$ cat src/rtl/n64_pif_si_dma.sv
// SI-side DMA sequencer that moves one 64-byte PIF RAM command block between a
// 32-bit stream and the PIF RAM word port, in either direction.
module n64_pif_si_dma #(
  parameter int                WORDS     = 16,
  parameter int                RAM_AW    = 9,
  parameter logic [RAM_AW-1:0] BASE_WORD = 9'h1F0
) (
  input  logic              clk,
  input  logic              reset_n,
  input  logic              start,
  input  logic              dir,
  input  logic              pif_busy,
  output logic              busy,
  output logic              done,
  output logic [RAM_AW-1:0] ram_addr,
  output logic              ram_wren,
  output logic [31:0]       ram_wdata,
  input  logic [31:0]       ram_rdata,
  input  logic [31:0]       s_data,
  input  logic              s_valid,
  output logic              s_ready,
  output logic [31:0]       m_data,
  output logic              m_valid,
  input  logic              m_ready
);

  localparam int CW = (WORDS > 1) ? $clog2(WORDS) : 1;
  localparam logic [CW-1:0] LAST = CW'(WORDS - 1);

  localparam logic [2:0] IDLE    = 3'd0;
  localparam logic [2:0] WAIT    = 3'd1;
  localparam logic [2:0] WR      = 3'd2;
  localparam logic [2:0] RD_ADDR = 3'd3;
  localparam logic [2:0] RD_LAT  = 3'd4;
  localparam logic [2:0] RD_OUT  = 3'd5;
  localparam logic [2:0] FIN     = 3'd6;

  logic [2:0]        state;
  logic              dir_q;
  logic [CW-1:0]     cnt;
  logic [RAM_AW-1:0] word_addr;

  assign word_addr = BASE_WORD + RAM_AW'(cnt);

  // Both streams use valid/ready: a word moves on a rising edge where valid
  // and ready are both high; a source holds data stable until then.
  assign s_ready = (state == WR);

  always_ff @(posedge clk or negedge reset_n) begin
    if (!reset_n) begin
      state     <= IDLE;
      dir_q     <= 1'b0;
      cnt       <= '0;
      busy      <= 1'b0;
      done      <= 1'b0;
      ram_wren  <= 1'b0;
      ram_addr  <= BASE_WORD;
      ram_wdata <= '0;
      m_valid   <= 1'b0;
      m_data    <= '0;
    end else begin
      done     <= 1'b0;
      ram_wren <= 1'b0;
      case (state)
        IDLE: begin
          if (start) begin
            dir_q <= dir;
            busy  <= 1'b1;
            state <= WAIT;
          end
        end
        WAIT: begin
          if (!pif_busy) begin
            cnt      <= '0;
            ram_addr <= BASE_WORD;
            state    <= dir_q ? WR : RD_ADDR;
          end
        end
        WR: begin
          if (s_valid) begin
            ram_wren  <= 1'b1;
            ram_wdata <= s_data;
            ram_addr  <= word_addr;
            if (cnt == LAST) begin
              cnt   <= '0;
              done  <= 1'b1;
              state <= FIN;
            end else begin
              cnt <= cnt + 1'b1;
            end
          end
        end
        RD_ADDR: begin
          ram_addr <= word_addr;
          state    <= RD_LAT;
        end
        RD_LAT: begin
          m_data  <= ram_rdata;
          m_valid <= 1'b1;
          state   <= RD_OUT;
        end
        RD_OUT: begin
          if (m_ready) begin
            m_valid <= 1'b0;
            if (cnt == LAST) begin
              cnt   <= '0;
              done  <= 1'b1;
              state <= FIN;
            end else begin
              // Present the next address on entry to RD_ADDR so the registered
              // RAM output is ready by the end of RD_LAT.
              cnt      <= cnt + 1'b1;
              ram_addr <= word_addr + RAM_AW'(1);
              state    <= RD_ADDR;
            end
          end
        end
        FIN: begin
          busy  <= 1'b0;
          state <= IDLE;
        end
        default: state <= IDLE;
      endcase
    end
  end

endmodule
$ cat config.mk
export PLATFORM = sky130hd
export DESIGN_NAME = n64_pif_si_dma
export DESIGN_NICKNAME = d
export VERILOG_FILES = /design/src/rtl/n64_pif_si_dma.sv
export SDC_FILE = /design/constraint.sdc
export NUM_CORES = 1
export LEC_CHECK = 0
export BUFFER_PORTS_ARGS = -buffer_cell sky130_fd_sc_hd__buf_2
export CORE_MARGIN = 2
export CORE_UTILIZATION = 47
export CTS_CLUSTER_SIZE = 8
export DETAILED_ROUTE_END_ITERATION = 8
export PLACE_DENSITY_LB_ADDON = 0.08
export RECOVER_POWER = 50
export SLEW_MARGIN = 20
export SYNTH_ARGS = -nofsm -noshare
export SYNTH_HDL_FRONTEND = slang
export SYNTH_SLANG_ARGS = --single-unit
$ cat constraint.sdc
create_clock -name clk -period 2.32 [get_ports clk]
set_input_delay 0.232 -clock clk [delete_from_list [all_inputs] [get_ports clk]]
set_output_delay 0.232 -clock clk [all_outputs]
set_load 0.005 [all_outputs]
# After elaboration in Yosys (flattened, before gate mapping)
# Index checks and enable logic that the tools add are counted.
[totals]
output_inout_bits = 78
register_bits = 85
[op_classes]
muxes = 28
eq_ne = 13
n_reduce_logical = 12
n_addsub = 3
[ops]
columns = ["op", "count"]
rows = [
  ["two-way mux 9 bit", 4],
  ["one-hot mux 9 bit (4 select lines)", 1],
  ["two-way mux 3 bit", 6],
  ["one-hot mux 3 bit (6 select lines)", 1],
  ["two-way mux 4 bit", 4],
  ["one-hot mux 4 bit (3 select lines)", 1],
  ["inequality test 2 bit (second input constant)", 5],
  ["AND reduction 5 bit", 2],
  ["== test 3 bit (second input constant)", 3],
  ["two-way mux 1 bit", 8],
  ["AND reduction 2 bit", 4],
  ["adder 6 x 2 -> 7 bit (second input constant)", 1],
  ["adder 5 x 5 -> 6 bit (first input constant)", 1],
  ["== test 3 x 2 -> 1 bit (second input constant)", 2],
  ["one-hot mux 1 bit (2 select lines)", 3],
  ["adder 4 x 1 -> 4 bit (second input constant)", 1],
  ["== test 4 bit (second input constant)", 1],
  ["AND reduction 4 bit", 1],
  ["nonzero test 2 bit", 2],
  ["nonzero test 4 bit", 1],
  ["== test 3 x 1 -> 1 bit (second input constant)", 1],
  ["zero test 3 bit", 1],
  ["nonzero test 3 bit", 1],
  ["inequality test 2 x 1 -> 1 bit (second input constant)", 1],
]

# Depth between registers and ports, before layout
# Gate-level depths: netlist of run 1.
[logic_depth]
word_depth = 5
mapped_depth = 6
depth_no_buf = 5

# Least setup slack after synthesis of run 1
# OpenSTA, ideal clock, no wires.
[synth_timing]
path_type = "register to register"
startpoint = "register cnt[0]"
endpoint = "register ram_addr[0]"
path_stages_with_launch = 6
period_less_slack_ns = 1.627
arrival_time_ns = 1.502
path_buffers = 1
path_slack_ns = 0.693
cell_sequence = "dfrtp_1 > ha_1 > and3_1 > buf_2 > o2bb2ai_4 > mux2_4"
[synth_via]
elab_chain_len = 5
word_cells_on_any_way = 9
cone_classes = "2 x add/sub; 2 x eq/ne; 4 x mux; 1 x reduce/logical"
[synth_lines]
columns = ["item", "line_no", "source"]
rows = [
  ["start, declared", "40", "logic [CW-1:0] cnt;"],
  ["start signal, assigned", "89", "cnt <= cnt + 1'b1;"],
  ["start signal, assigned", "112", "cnt <= cnt + 1'b1;"],
  ["adder 5 x 5 -> 6 bit", "43", "assign word_addr = BASE_WORD + RAM_AW'(cnt);"],
  ["adder 6 x 2 -> 7 bit", "113", "ram_addr <= word_addr + RAM_AW'(1);"],
  ["two-way mux 9 bit", "105", "if (cnt == LAST) begin"],
  ["two-way mux 9 bit", "103", "if (m_ready) begin"],
  ["one-hot mux 9 bit (4 select lines)", "64", "case (state)"],
  ["end signal, assigned", "83", "ram_addr <= word_addr;"],
  ["end signal, assigned", "94", "ram_addr <= word_addr;"],
  ["end signal, assigned", "113", ""],
  ["end, declared", "15", "output logic [RAM_AW-1:0] ram_addr,"],
]
# Parallel ways exist; a longest one is shown, timed or not. The select of a mux whose other input is x is not followed.
# A chain may end at the register's enable or synchronous reset.

# Final worst setup path of run 1
[layout_timing]
startpoint = "register state[0]"
endpoint = "register ram_addr[3]"
[layout_via]
elab_chain_len = 3
word_cells_on_any_way = 11
cone_classes = "8 x eq/ne; 1 x mux; 2 x reduce/logical"
[layout_lines]
columns = ["item", "line_no", "source"]
rows = [
  ["start, declared", "38", "logic [2:0] state;"],
  ["start signal, assigned", "76", "state <= dir_q ? WR : RD_ADDR;"],
  ["== test 3 bit, or another cell as far along", "64", ""],
  ["inequality test 2 bit (no source line) or nonzero test 4 bit (tied branches)", "n/a", ""],
  ["AND reduction 5 bit (no source line)", "n/a", ""],
]
# Parallel ways exist; a longest one is shown, timed or not.

==> flow_results.xml, run 1 <==
<?xml version="1.0" encoding="UTF-8"?>
<metrics>
  <group name="routing">
    <metric name="routed_via_density" unit="">4.85</metric>
    <metric name="remaining_design_rule_violation_count" unit="">0</metric>
    <metric name="postRouteWirelength" unit="mm">7.01</metric>
    <metric name="first_iter_violations" unit="">43</metric>
    <metric name="drt_first_pass_iters" unit="">4</metric>
    <metric name="wl_per_cell" unit="µm">14.5</metric>
    <metric name="antenna_left" unit="">0</metric>
    <metric name="detailroute.via_count" unit="">2349</metric>
  </group>
  <group name="synth">
    <metric name="postSynthAreaPerCell" unit="µm²">14.7</metric>
    <metric name="ys_seq_area_share" unit="%">60.1</metric>
    <metric name="commonest_register_cell_after_synthesis" unit="">dfrtp_1</metric>
    <metric name="synthesis.nets" unit="">304</metric>
    <metric name="synth_area_leaders" unit="">dfrtp_1 (59%), mux2_2 (17%), mux2_1 (4.0%)</metric>
    <metric name="synth-seq-cells" unit="">82</metric>
    <metric name="synth_top_cell_area_share" unit="%">58.5</metric>
    <metric name="number_of_enable_type_register_cells_in_the_synthesized_netlist" unit="">0</metric>
    <metric name="ys_types" unit="">40</metric>
    <metric name="synth_top_cell_by_area" unit="">dfrtp_1</metric>
    <metric name="synth-warning-count" unit="">0</metric>
    <metric name="post_synth_instance_area" unit="µm²">3420</metric>
    <metric name="postSynth.asyncResetShare" unit="%">100</metric>
    <metric name="synthCells" unit="">232</metric>
  </group>
  <group name="sta">
    <metric name="period_share" unit="%">78.5</metric>
    <metric name="setup_tns" unit="ps">0</metric>
    <metric name="relSlewSlack" unit="%">21.6</metric>
    <metric name="setup_viol" unit="">0</metric>
    <metric name="peak_freq" unit="GHz">0.549</metric>
    <metric name="grt_setup_unrepaired" unit="">no</metric>
    <metric name="clock_period_minus_final_worst_setup_slack" unit="ps">1820</metric>
    <metric name="finalHoldViolCount" unit="">0</metric>
    <metric name="timing_worst_slew_pin_value" unit="ps">1180</metric>
    <metric name="timing_max_transition_violations_final" unit="">0</metric>
    <metric name="worst_case_clock_skew" unit="ps">7.89</metric>
  </group>
  <group name="power_and_ir_drop">
    <metric name="worst_ir_drop_vdd" unit="mV">0.600</metric>
    <metric name="powerDensity" unit="nW/µm²">1250</metric>
    <metric name="leakage" unit="µW">0.00203</metric>
  </group>
  <group name="cells_and_area">
    <metric name="filler_cell_count" unit="">621</metric>
    <metric name="final_layout_size_suffix_gt1_share" unit="%">49.1</metric>
    <metric name="areaGrowthSynthToFinish" unit="%">29.5</metric>
    <metric name="ff_latch_area" unit="µm²">2050</metric>
    <metric name="layout_commonest_cell" unit="">buf_2</metric>
    <metric name="fin_nets" unit="">453</metric>
    <metric name="number_of_antenna_repair_diodes" unit="">0</metric>
    <metric name="top_library_cells_by_usage_in_the_layout_fill_and_taps_aside" unit="">buf_2 (100), dfrtp_1 (80), mux2_2 (53)</metric>
    <metric name="multi_input_comb_area" unit="µm²">1250</metric>
    <metric name="core_util_final" unit="%">62.0</metric>
  </group>
  <group name="clock_tree">
    <metric name="path_clk_slew" unit="ps">80</metric>
    <metric name="htreeDepth" unit="">3</metric>
    <metric name="cts_tree" unit="">built</metric>
    <metric name="cts_root_buf" unit="">clkbuf_8</metric>
    <metric name="cts_buffers" unit="">9</metric>
    <metric name="clock_sinks" unit="">82</metric>
    <metric name="ctsResizeCount" unit="">0</metric>
    <metric name="cts.path.max_buffers" unit="">2</metric>
    <metric name="clk-insertion-delay-late" unit="ps">340</metric>
  </group>
  <group name="worst_setup_path">
    <metric name="criticalPathCategory" unit="">flop to flop</metric>
    <metric name="crit_arrival" unit="ps">2050</metric>
    <metric name="rr_startpoint" unit="">state[0]</metric>
    <metric name="worstSetupStartpointType" unit="">flop</metric>
    <metric name="timing.reg2reg.setup_slack" unit="ps">500</metric>
    <metric name="worstRegToRegCells" unit="">4</metric>
    <metric name="timing.critical_path.from" unit="">state[0]</metric>
    <metric name="r2r_end" unit="">ram_addr[3]</metric>
    <metric name="maximum_fanout_count_along_the_critical_path" unit="">16</metric>
    <metric name="cp-end-kind" unit="">flop</metric>
    <metric name="worst_ep_required_time" unit="ps">2550</metric>
  </group>
  <group name="worst_hold_path">
    <metric name="whs_path_depth" unit="">2</metric>
    <metric name="min_to" unit="">m_data[30]</metric>
    <metric name="hold_path.class" unit="">primary input to flop</metric>
    <metric name="min_from" unit="">ram_rdata[30]</metric>
  </group>
  <group name="placed_design">
    <metric name="place_hpwl" unit="mm">5.21</metric>
    <metric name="numPortBuffers" unit="">148</metric>
    <metric name="place.gp.congestion" unit="">0.744</metric>
  </group>
  <group name="floorplanning">
    <metric name="num_rows" unit="">31</metric>
    <metric name="dieWidth" unit="µm">89.3</metric>
    <metric name="io-pin-count" unit="">149</metric>
    <metric name="core_footprint" unit="µm²">7140</metric>
    <metric name="initial_core_utilization" unit="%">47.9</metric>
    <metric name="die_outline_area" unit="µm²">7970</metric>
    <metric name="floorplan.die.height" unit="µm">89.3</metric>
  </group>
  <group name="global_routing">
    <metric name="grt_pass1_vias" unit="">2204</metric>
    <metric name="antenna_found_initial" unit="">0</metric>
    <metric name="grt_overflow" unit="">0</metric>
    <metric name="global_route.usage.total" unit="%">18.1</metric>
    <metric name="grt_start_max_net_pins" unit="">47</metric>
    <metric name="grt_pass1_wl" unit="mm">10.8</metric>
  </group>
  <group name="run_status">
    <metric name="run_status" unit="">finished clean</metric>
  </group>
  <group name="run">
    <metric name="drv_cap" unit="">0</metric>
  </group>
</metrics>
==> cell type report <==
type / instances / area share [%]
clock buffers: 10 / 2.88
clock inverters: 5 / 2.35
inverters: 5 / 0.424
multi-input cells: 131 / 28.2
flip-flops and latches: 82 / 46.4
well taps: 99 / 2.80
repair buffers: 152 / 17.0
==> Yosys cell counts, types with 2 or more instances <==
library cell,number
buf_2,4
o21ai_1,4
buf_6,5
a21oi_1,6
a31oi_1,2
and3_1,2
nand2_1,7
nor2_1,3
o21ai_0,6
dfstp_2,2
dfrtp_1,80
o22ai_1,2
nand3_1,5
nand2b_1,3
buf_4,5
mux2i_1,2
mux2_4,4
mux2_2,53
inv_1,5
mux2_1,12
==> cell families after synthesis <==
kind of cell    count (synthesis)  synth area share (%)
flops                          82                  60.1
mux                            71                  23.7
simple gates                   32                  6.18
compound gates                 27                  5.74
buf+inv                        19                  3.88
fa+ha+maj                       1                 0.366
==> critical path: stages (launching register included) <==
cell       delay [ps]
dfrtp_1           700
inv_1             160
o21ai_1           310
o2bb2ai_4         210
mux2_4            320
==> flip-flops by register name, summed over array words and instances, names as in the netlist, 3 cells and up <==
register	cells
cnt	4
m_data	32
ram_addr	6
ram_wdata	32
state	3
==> layer usage <==
| layer | vias up | global-route usage [%] | routed length, µm |
|---|---|---|---|
| li1 | 1123 | - | - |
| met1 | 1137 | 23.1 | 2860 |
| met2 | 80 | 28.2 | 3520 |
| met3 | 9 | 6.74 | 542 |
| met4 | 0 | 6.51 | 85 |
| met5 | - | 0 | 0 |
==> worst max path at each step <==
stage,end,cells past startpoint
finish,ram_addr[3],4
global route,ram_addr[0],4
CTS,s_ready,3
detailed placement,ram_addr[3],4
global placement,ram_addr[3],4
floorplan,ram_addr[0],5
==> where the power goes <==
group	internal [µW]	switching, µW
sequential	2070	403
clock	710	503
combinational	1070	795
==> stage by stage <==
stage | worst slack [ps] | total power [µW] | cell area [µm²] | hold WS, ps | instances
after floorplan | 693 | 3600 | 3420 | -63.6 | 232
after global placement | 594 | 4410 | 4250 | 277 | 468
after detailed placement | 552 | 4500 | 4250 | 285 | 468
after CTS | 496 | 5730 | 4490 | 87.4 | 484
after global routing | 403 | 5960 | 4430 | 92.1 | 484
final | 498 | 5550 | 4430 | 97.6 | 484
==> timing repair <==
action	in CTS	in global routing
hold buffers	1	0
hold endpoints to repair	43	0
setup buffers	0	0
(Power assumes the default switching activity.)
==> run 2: changes to the inputs <==
Settings changed: ABC_AREA set to 1, CORE_UTILIZATION 47 to 48.
Clock period 2.32 ns to 1.84 ns, I/O delays scaled along.
==> run 2 against run 1 <==
Against the previous run: sequential share of layout area fell by 0.52 points; total power grew 25%; register-to-register slack worse by 270 ps; wire length increased by 9.4%; global-route usage is 1.6 points higher; largest cell class unchanged; highest routed layer unchanged.
==> flow_results.xml, run 2 <==
<?xml version="1.0" encoding="UTF-8"?>
<metrics>
  <group name="routing">
    <metric name="remaining_design_rule_violation_count" unit="">0</metric>
    <metric name="antenna_left" unit="">0</metric>
    <metric name="wl_per_cell" unit="µm">12.8</metric>
    <metric name="postRouteWirelength" unit="mm">7.67</metric>
    <metric name="drt_first_pass_iters" unit="">4</metric>
    <metric name="first_iter_violations" unit="">135</metric>
    <metric name="detailroute.via_count" unit="">2821</metric>
    <metric name="routed_via_density" unit="">4.70</metric>
  </group>
  <group name="synth">
    <metric name="synth_area_leaders" unit="">dfrtp_1 (57%), nand2_1 (15%), mux2_2 (9.6%)</metric>
    <metric name="ys_seq_area_share" unit="%">58.2</metric>
    <metric name="postSynthAreaPerCell" unit="µm²">10.2</metric>
    <metric name="commonest_register_cell_after_synthesis" unit="">dfrtp_1</metric>
    <metric name="post_synth_instance_area" unit="µm²">3530</metric>
    <metric name="synthesis.nets" unit="">418</metric>
    <metric name="synth_top_cell_area_share" unit="%">56.7</metric>
    <metric name="synth.most_common_cell" unit="">nand2_1</metric>
    <metric name="postSynth.asyncResetShare" unit="%">100</metric>
    <metric name="synthCells" unit="">346</metric>
    <metric name="synth.cells.most_frequent" unit="">nand2_1 (141), dfrtp_1 (80), mux2_2 (30)</metric>
    <metric name="synth_top_cell_by_area" unit="">dfrtp_1</metric>
    <metric name="synth-warning-count" unit="">0</metric>
    <metric name="synth-seq-cells" unit="">82</metric>
    <metric name="number_of_enable_type_register_cells_in_the_synthesized_netlist" unit="">0</metric>
    <metric name="ys_types" unit="">30</metric>
  </group>
  <group name="floorplanning">
    <metric name="die_outline_area" unit="µm²">8060</metric>
    <metric name="io-pin-count" unit="">149</metric>
    <metric name="initial_core_utilization" unit="%">49.2</metric>
    <metric name="num_rows" unit="">31</metric>
    <metric name="floorplan.die.height" unit="µm">89.8</metric>
    <metric name="dieWidth" unit="µm">89.8</metric>
    <metric name="core_footprint" unit="µm²">7180</metric>
  </group>
  <group name="sta">
    <metric name="peak_freq" unit="GHz">0.622</metric>
    <metric name="hold_slack" unit="ps">24.6</metric>
    <metric name="setup_tns" unit="ps">0</metric>
    <metric name="clock_period_minus_final_worst_setup_slack" unit="ps">1610</metric>
    <metric name="grt_setup_unrepaired" unit="">no</metric>
    <metric name="setup_viol" unit="">0</metric>
    <metric name="finalHoldViolCount" unit="">0</metric>
    <metric name="timing_max_transition_violations_final" unit="">0</metric>
    <metric name="worst_case_clock_skew" unit="ps">9.49</metric>
    <metric name="period_share" unit="%">87.4</metric>
    <metric name="timing_worst_slew_pin_value" unit="ps">629</metric>
    <metric name="relSlewSlack" unit="%">58.0</metric>
  </group>
  <group name="power_and_ir_drop">
    <metric name="switching_share" unit="%">36.6</metric>
    <metric name="leakage" unit="µW">0.00246</metric>
    <metric name="worst_ir_drop_vdd" unit="mV">0.641</metric>
    <metric name="power.share.clock" unit="%">17.6</metric>
    <metric name="power.sequential.fraction" unit="%">43.9</metric>
    <metric name="intPower" unit="µW">4410</metric>
    <metric name="powerDensity" unit="nW/µm²">1550</metric>
    <metric name="switchingPower" unit="µW">2540</metric>
    <metric name="power_frac_comb" unit="%">38.5</metric>
  </group>
  <group name="placed_design">
    <metric name="numPortBuffers" unit="">148</metric>
    <metric name="post_dp_cell_area" unit="µm²">4310</metric>
    <metric name="place.gp.congestion" unit="">0.899</metric>
    <metric name="place_hpwl" unit="mm">5.69</metric>
  </group>
  <group name="worst_setup_path">
    <metric name="criticalPathCategory" unit="">flop to flop</metric>
    <metric name="timing.reg2reg.setup_slack" unit="ps">230</metric>
    <metric name="maximum_fanout_count_along_the_critical_path" unit="">34</metric>
    <metric name="rr_startpoint" unit="">state[0]</metric>
    <metric name="worst_ep_required_time" unit="ps">2070</metric>
    <metric name="cp-end-kind" unit="">flop</metric>
    <metric name="r2r_end" unit="">m_data[16]</metric>
    <metric name="critical_path_s_largest_stage_delay" unit="ps">640</metric>
    <metric name="crit_path_cell_chain" unit="">nor2_4 -&gt; nand2_4 -&gt; mux2_2</metric>
    <metric name="worstSetupStartpointType" unit="">flop</metric>
    <metric name="worstRegToRegCells" unit="">3</metric>
    <metric name="crit_path_top_delay_cell" unit="">dfrtp_1</metric>
    <metric name="crit_arrival" unit="ps">1830</metric>
  </group>
  <group name="run_status">
    <metric name="run_status" unit="">finished clean</metric>
  </group>
  <group name="clock_tree">
    <metric name="cts_buffers" unit="">9</metric>
    <metric name="cts.path.max_buffers" unit="">2</metric>
    <metric name="ctsResizeCount" unit="">0</metric>
    <metric name="path_clk_slew" unit="ps">90</metric>
    <metric name="clk-insertion-delay-late" unit="ps">350</metric>
    <metric name="cts_root_buf" unit="">clkbuf_8</metric>
    <metric name="cts_tree" unit="">built</metric>
    <metric name="clock_sinks" unit="">82</metric>
    <metric name="htreeDepth" unit="">3</metric>
  </group>
  <group name="cells_and_area">
    <metric name="fin_nets" unit="">568</metric>
    <metric name="number_of_antenna_repair_diodes" unit="">0</metric>
    <metric name="largest_registers" unit="">m_data: 32 flops, ram_wdata: 32 flops, ram_addr: 6 flops</metric>
    <metric name="postLayoutCellArea" unit="µm²">4480</metric>
    <metric name="areaGrowthSynthToFinish" unit="%">26.9</metric>
    <metric name="final_layout_size_suffix_gt1_share" unit="%">41.3</metric>
    <metric name="layout_commonest_cell" unit="">nand2_1</metric>
    <metric name="top_library_cells_by_usage_in_the_layout_fill_and_taps_aside" unit="">nand2_1 (141), buf_2 (135), dfrtp_1 (80)</metric>
  </group>
  <group name="global_routing">
    <metric name="antenna_found_initial" unit="">0</metric>
    <metric name="global_route.usage.total" unit="%">19.6</metric>
    <metric name="grt_start_max_net_pins" unit="">38</metric>
    <metric name="grt_pass1_wl" unit="mm">12.9</metric>
    <metric name="grt_overflow" unit="">0</metric>
    <metric name="grt_pass1_vias" unit="">2658</metric>
  </group>
  <group name="run">
    <metric name="drv_cap" unit="">0</metric>
  </group>
  <group name="worst_hold_path">
    <metric name="min_from" unit="">s_data[13]</metric>
    <metric name="min_to" unit="">ram_wdata[13]</metric>
    <metric name="hold_path.class" unit="">primary input to flop</metric>
    <metric name="whs_path_depth" unit="">3</metric>
  </group>
</metrics>
## run 2: cell families (layout without fill, tap and decap cells)
| family | after synthesis | count (layout) | share of synthesized area (%) |
|---|---|---|---|
| adder cells (fa/ha/maj) | 1 | 1 | 0.354 |
| flip-flops | 82 | 82 | 58.2 |
| buffers and inverters | 32 | 187 | 5.64 |
| multiplexers | 32 | 32 | 10.2 |
| AND/OR/NAND/NOR | 186 | 186 | 23.5 |
| AO/OA/AOI/OAI | 12 | 12 | 1.88 |
| XOR/XNOR | 1 | 1 | 0.248 |
## run 2: area by class of cell
class,instances,area (µm²)
Clock buffer,10,138
Clock inverter,6,48.8
Fill cell,672,2700
Inverter,19,81.3
Multi-Input combinational cell,232,1280
Sequential cell,82,2050
Tap cell,99,124
Timing Repair Buffer,152,756
## run 2: critical path: cells and delay by family, from the launching register on
kind / cells / cell delay, ps
DFF: 1 / 640
and+or+nand+nor: 2 / 450
muxes: 1 / 390
## run 2: worst max path at each step
stage                  start          end  slack [ps]  cells past startpoint
floorplan           state[0]   m_data[24]         520                      5
global placement    state[0]   m_data[23]         260                      3
detailed placement  state[0]   m_data[29]         240                      3
CTS                 state[0]   m_data[16]         230                      3
global route        state[0]  ram_addr[0]         110                      7
finish              state[0]   m_data[16]         230                      3
## run 2: power by group through the flow
stage | Sequential [µW] | Combinational (µW) | Clock, µW
detailed placement | 3080 | 2760 | 0
global route | 3170 | 3000 | 1340
CTS | 3060 | 2760 | 1260
global placement | 3060 | 2700 | 0
floorplan | 3100 | 1620 | 0
finish | 3050 | 2680 | 1220
## run 2: what timing repair did
item	4_1_cts	5_1_grt
hold buffers	1	0
buffers inserted	0	0
setup endpoints to repair	0	0
endpoints found under the hold margin	23	0
## run 2: metrics by stage
step | worst slack, ps | power (µW) | utilization, % | std cells
global route | 108 | 7510 | 62.4 | 600
CTS | 230 | 7070 | 62.9 | 600
finish | 232 | 6960 | 62.4 | 600
detailed placement | 239 | 5830 | 60.1 | 583
global placement | 258 | 5760 | 60.1 | 583
floorplan | 517 | 4720 | - | 346
## run 2: metal layers
metal  up-vias  GRT usage [%]  wire [µm]
li1       1389              -          -
met1      1309           26.6       3350
met2       114           30.1       3500
met3         9           6.20        714
met4         0           6.92         99
met5         -              0          0
==> run 3: changes to the inputs <==
Settings changed: HOLD_SLACK_MARGIN set to 0.05.
==> run 3 against run 2 <==
Against the previous run: sequential power about the same; critical path depth unchanged; clock power about the same; final cell count increased by 5.7%; largest power group unchanged.
==> flow_results.xml, run 3 (synthesized netlist as in run 2, its figures left out) <==
<?xml version="1.0" encoding="UTF-8"?>
<metrics>
  <group name="floorplanning">
    <metric name="die_outline_area" unit="µm²">8060</metric>
    <metric name="initial_core_utilization" unit="%">49.2</metric>
    <metric name="num_rows" unit="">31</metric>
    <metric name="dieWidth" unit="µm">89.8</metric>
    <metric name="io-pin-count" unit="">149</metric>
    <metric name="floorplan.die.height" unit="µm">89.8</metric>
    <metric name="core_footprint" unit="µm²">7180</metric>
  </group>
  <group name="cells_and_area">
    <metric name="layout_commonest_cell" unit="">nand2_1</metric>
    <metric name="final_layout_size_suffix_gt1_share" unit="%">38.5</metric>
    <metric name="number_of_antenna_repair_diodes" unit="">0</metric>
    <metric name="areaGrowthSynthToFinish" unit="%">36.5</metric>
    <metric name="largest_registers" unit="">m_data: 32 flops, ram_wdata: 32 flops, ram_addr: 6 flops</metric>
    <metric name="top_library_cells_by_usage_in_the_layout_fill_and_taps_aside" unit="">nand2_1 (141), buf_2 (134), dfrtp_1 (80)</metric>
    <metric name="postLayoutCellArea" unit="µm²">4820</metric>
    <metric name="fin_nets" unit="">602</metric>
  </group>
  <group name="routing">
    <metric name="routed_via_density" unit="">4.66</metric>
    <metric name="drt_first_pass_iters" unit="">4</metric>
    <metric name="wl_per_cell" unit="µm">12.8</metric>
    <metric name="antenna_left" unit="">0</metric>
    <metric name="detailroute.via_count" unit="">2954</metric>
    <metric name="postRouteWirelength" unit="mm">8.10</metric>
    <metric name="first_iter_violations" unit="">114</metric>
    <metric name="remaining_design_rule_violation_count" unit="">0</metric>
  </group>
  <group name="clock_tree">
    <metric name="clock_sinks" unit="">82</metric>
    <metric name="cts.repair_timing.setup_buffer_count" unit="">0</metric>
    <metric name="cts_root_buf" unit="">clkbuf_8</metric>
    <metric name="cts.path.max_buffers" unit="">2</metric>
    <metric name="path_clk_slew" unit="ps">90</metric>
    <metric name="htreeDepth" unit="">3</metric>
    <metric name="cts_buffers" unit="">9</metric>
    <metric name="cts_tree" unit="">built</metric>
    <metric name="clk-insertion-delay-late" unit="ps">340</metric>
  </group>
  <group name="worst_setup_path">
    <metric name="crit_path_top_delay_cell" unit="">dfrtp_1</metric>
    <metric name="criticalPathCategory" unit="">flop to flop</metric>
    <metric name="worstSetupStartpointType" unit="">flop</metric>
    <metric name="critical_path_s_largest_stage_delay" unit="ps">630</metric>
    <metric name="maximum_fanout_count_along_the_critical_path" unit="">34</metric>
    <metric name="crit_path_cell_chain" unit="">nor2_4 -&gt; nand2_4 -&gt; mux2_2</metric>
    <metric name="worst_ep_required_time" unit="ps">2070</metric>
    <metric name="cp-end-kind" unit="">flop</metric>
    <metric name="crit_arrival" unit="ps">1830</metric>
  </group>
  <group name="run">
    <metric name="drv_cap" unit="">0</metric>
  </group>
  <group name="global_routing">
    <metric name="global_route.usage.total" unit="%">20.7</metric>
    <metric name="grt_pass1_vias" unit="">2856</metric>
    <metric name="grt_overflow" unit="">0</metric>
    <metric name="grt_pass1_wl" unit="mm">13.7</metric>
    <metric name="grt_start_max_net_pins" unit="">38</metric>
    <metric name="antenna_found_initial" unit="">0</metric>
  </group>
  <group name="placed_design">
    <metric name="place.gp.congestion" unit="">0.899</metric>
    <metric name="numPortBuffers" unit="">148</metric>
    <metric name="post_dp_cell_area" unit="µm²">4310</metric>
    <metric name="place_hpwl" unit="mm">5.69</metric>
  </group>
  <group name="power_and_ir_drop">
    <metric name="powerDensity" unit="nW/µm²">1460</metric>
    <metric name="leakage" unit="µW">0.00260</metric>
    <metric name="worst_ir_drop_vdd" unit="mV">0.642</metric>
  </group>
  <group name="sta">
    <metric name="timing_max_transition_violations_final" unit="">0</metric>
    <metric name="peak_freq" unit="GHz">0.623</metric>
    <metric name="worst_case_clock_skew" unit="ps">6.00</metric>
    <metric name="setup_viol" unit="">0</metric>
    <metric name="finalHoldViolCount" unit="">0</metric>
    <metric name="timing_worst_slew_pin_value" unit="ps">623</metric>
    <metric name="relSlewSlack" unit="%">58.5</metric>
    <metric name="hold_slack" unit="ps">65.9</metric>
    <metric name="setup_tns" unit="ps">0</metric>
    <metric name="clock_period_minus_final_worst_setup_slack" unit="ps">1610</metric>
    <metric name="grt_setup_unrepaired" unit="">no</metric>
    <metric name="period_share" unit="%">87.3</metric>
  </group>
  <group name="run_status">
    <metric name="run_status" unit="">finished clean</metric>
  </group>
  <group name="worst_hold_path">
    <metric name="hold_path.class" unit="">primary input to flop</metric>
  </group>
</metrics>
run 3: cell count changes in the layout (fill, tap and decap cells not counted):
cell / change
dlygate4sd3_1: +34
buf_2: -1
clkbuf_1: +1
run 3: path summary, 6_finish.rpt:
| kind | slack, ps | from | depth (start not counted) | to |
|---|---|---|---|---|
| setup reg to reg | 230 | state[0] | 3 | m_data[16] |
| hold reg to reg | 470 | ram_addr[3] | 2 | ram_addr[3] |
| setup / recovery | 230 | state[0] | 3 | m_data[16] |
| min in group asynchronous | 380 | reset_n | 2 | ram_addr[0] |
| max in group asynchronous | 460 | reset_n | 3 | ram_addr[5] |
| hold / removal | 70 | ram_rdata[5] | 2 | m_data[5] |
run 3: area by class of cell:
type,instances,area (µm²)
clock buffers,10,138
clock inverters,6,48.8
fillers,624,2360
inverters,19,81.3
multi-input cells,232,1280
flip-flops and latches,82,2050
well taps,99,124
repair buffers,186,1090
run 3: metal layers:
layer,part of all wire [%],up-vias,wire (µm),track usage (%)
met2,48,112,3850,34.0
met3,7.4,11,601,5.87
li1,-,1457,-,-
met1,43,1374,3520,27.0
met4,1.6,0,128,6.54
met5,0,-,0,0
run 3: stage by stage:
stage | util (%) | cells | power, µW | worst slack, ps
floorplan | - | 346 | 4720 | 517
global placement | 60.1 | 583 | 5760 | 258
detailed placement | 60.1 | 583 | 5830 | 239
CTS | 67.6 | 634 | 7130 | 230
global route | 67.1 | 634 | 7580 | 108
finish | 67.1 | 634 | 7030 | 234
run 3: critical path, delay by kind of cell, from the launching register on:
| kind | cells | cell delay, ps |
|---|---|---|
| simple gates | 2 | 460 |
| flops | 1 | 630 |
| mux | 1 | 390 |
run 3: where the power goes:
part           switching (µW)  total, µW  internal [µW]
Combinational            1420       2740           1320
Clock                     677       1220            544
Sequential                467       3060           2590
Total                    2570       7030           4460
run 3: timing repair:
| action | 4_1_cts | 5_1_grt |
|---|---|---|
| hold buffers | 35 | 0 |
| resized for setup | 0 | 0 |
| hold endpoints to repair | 57 | 0 |
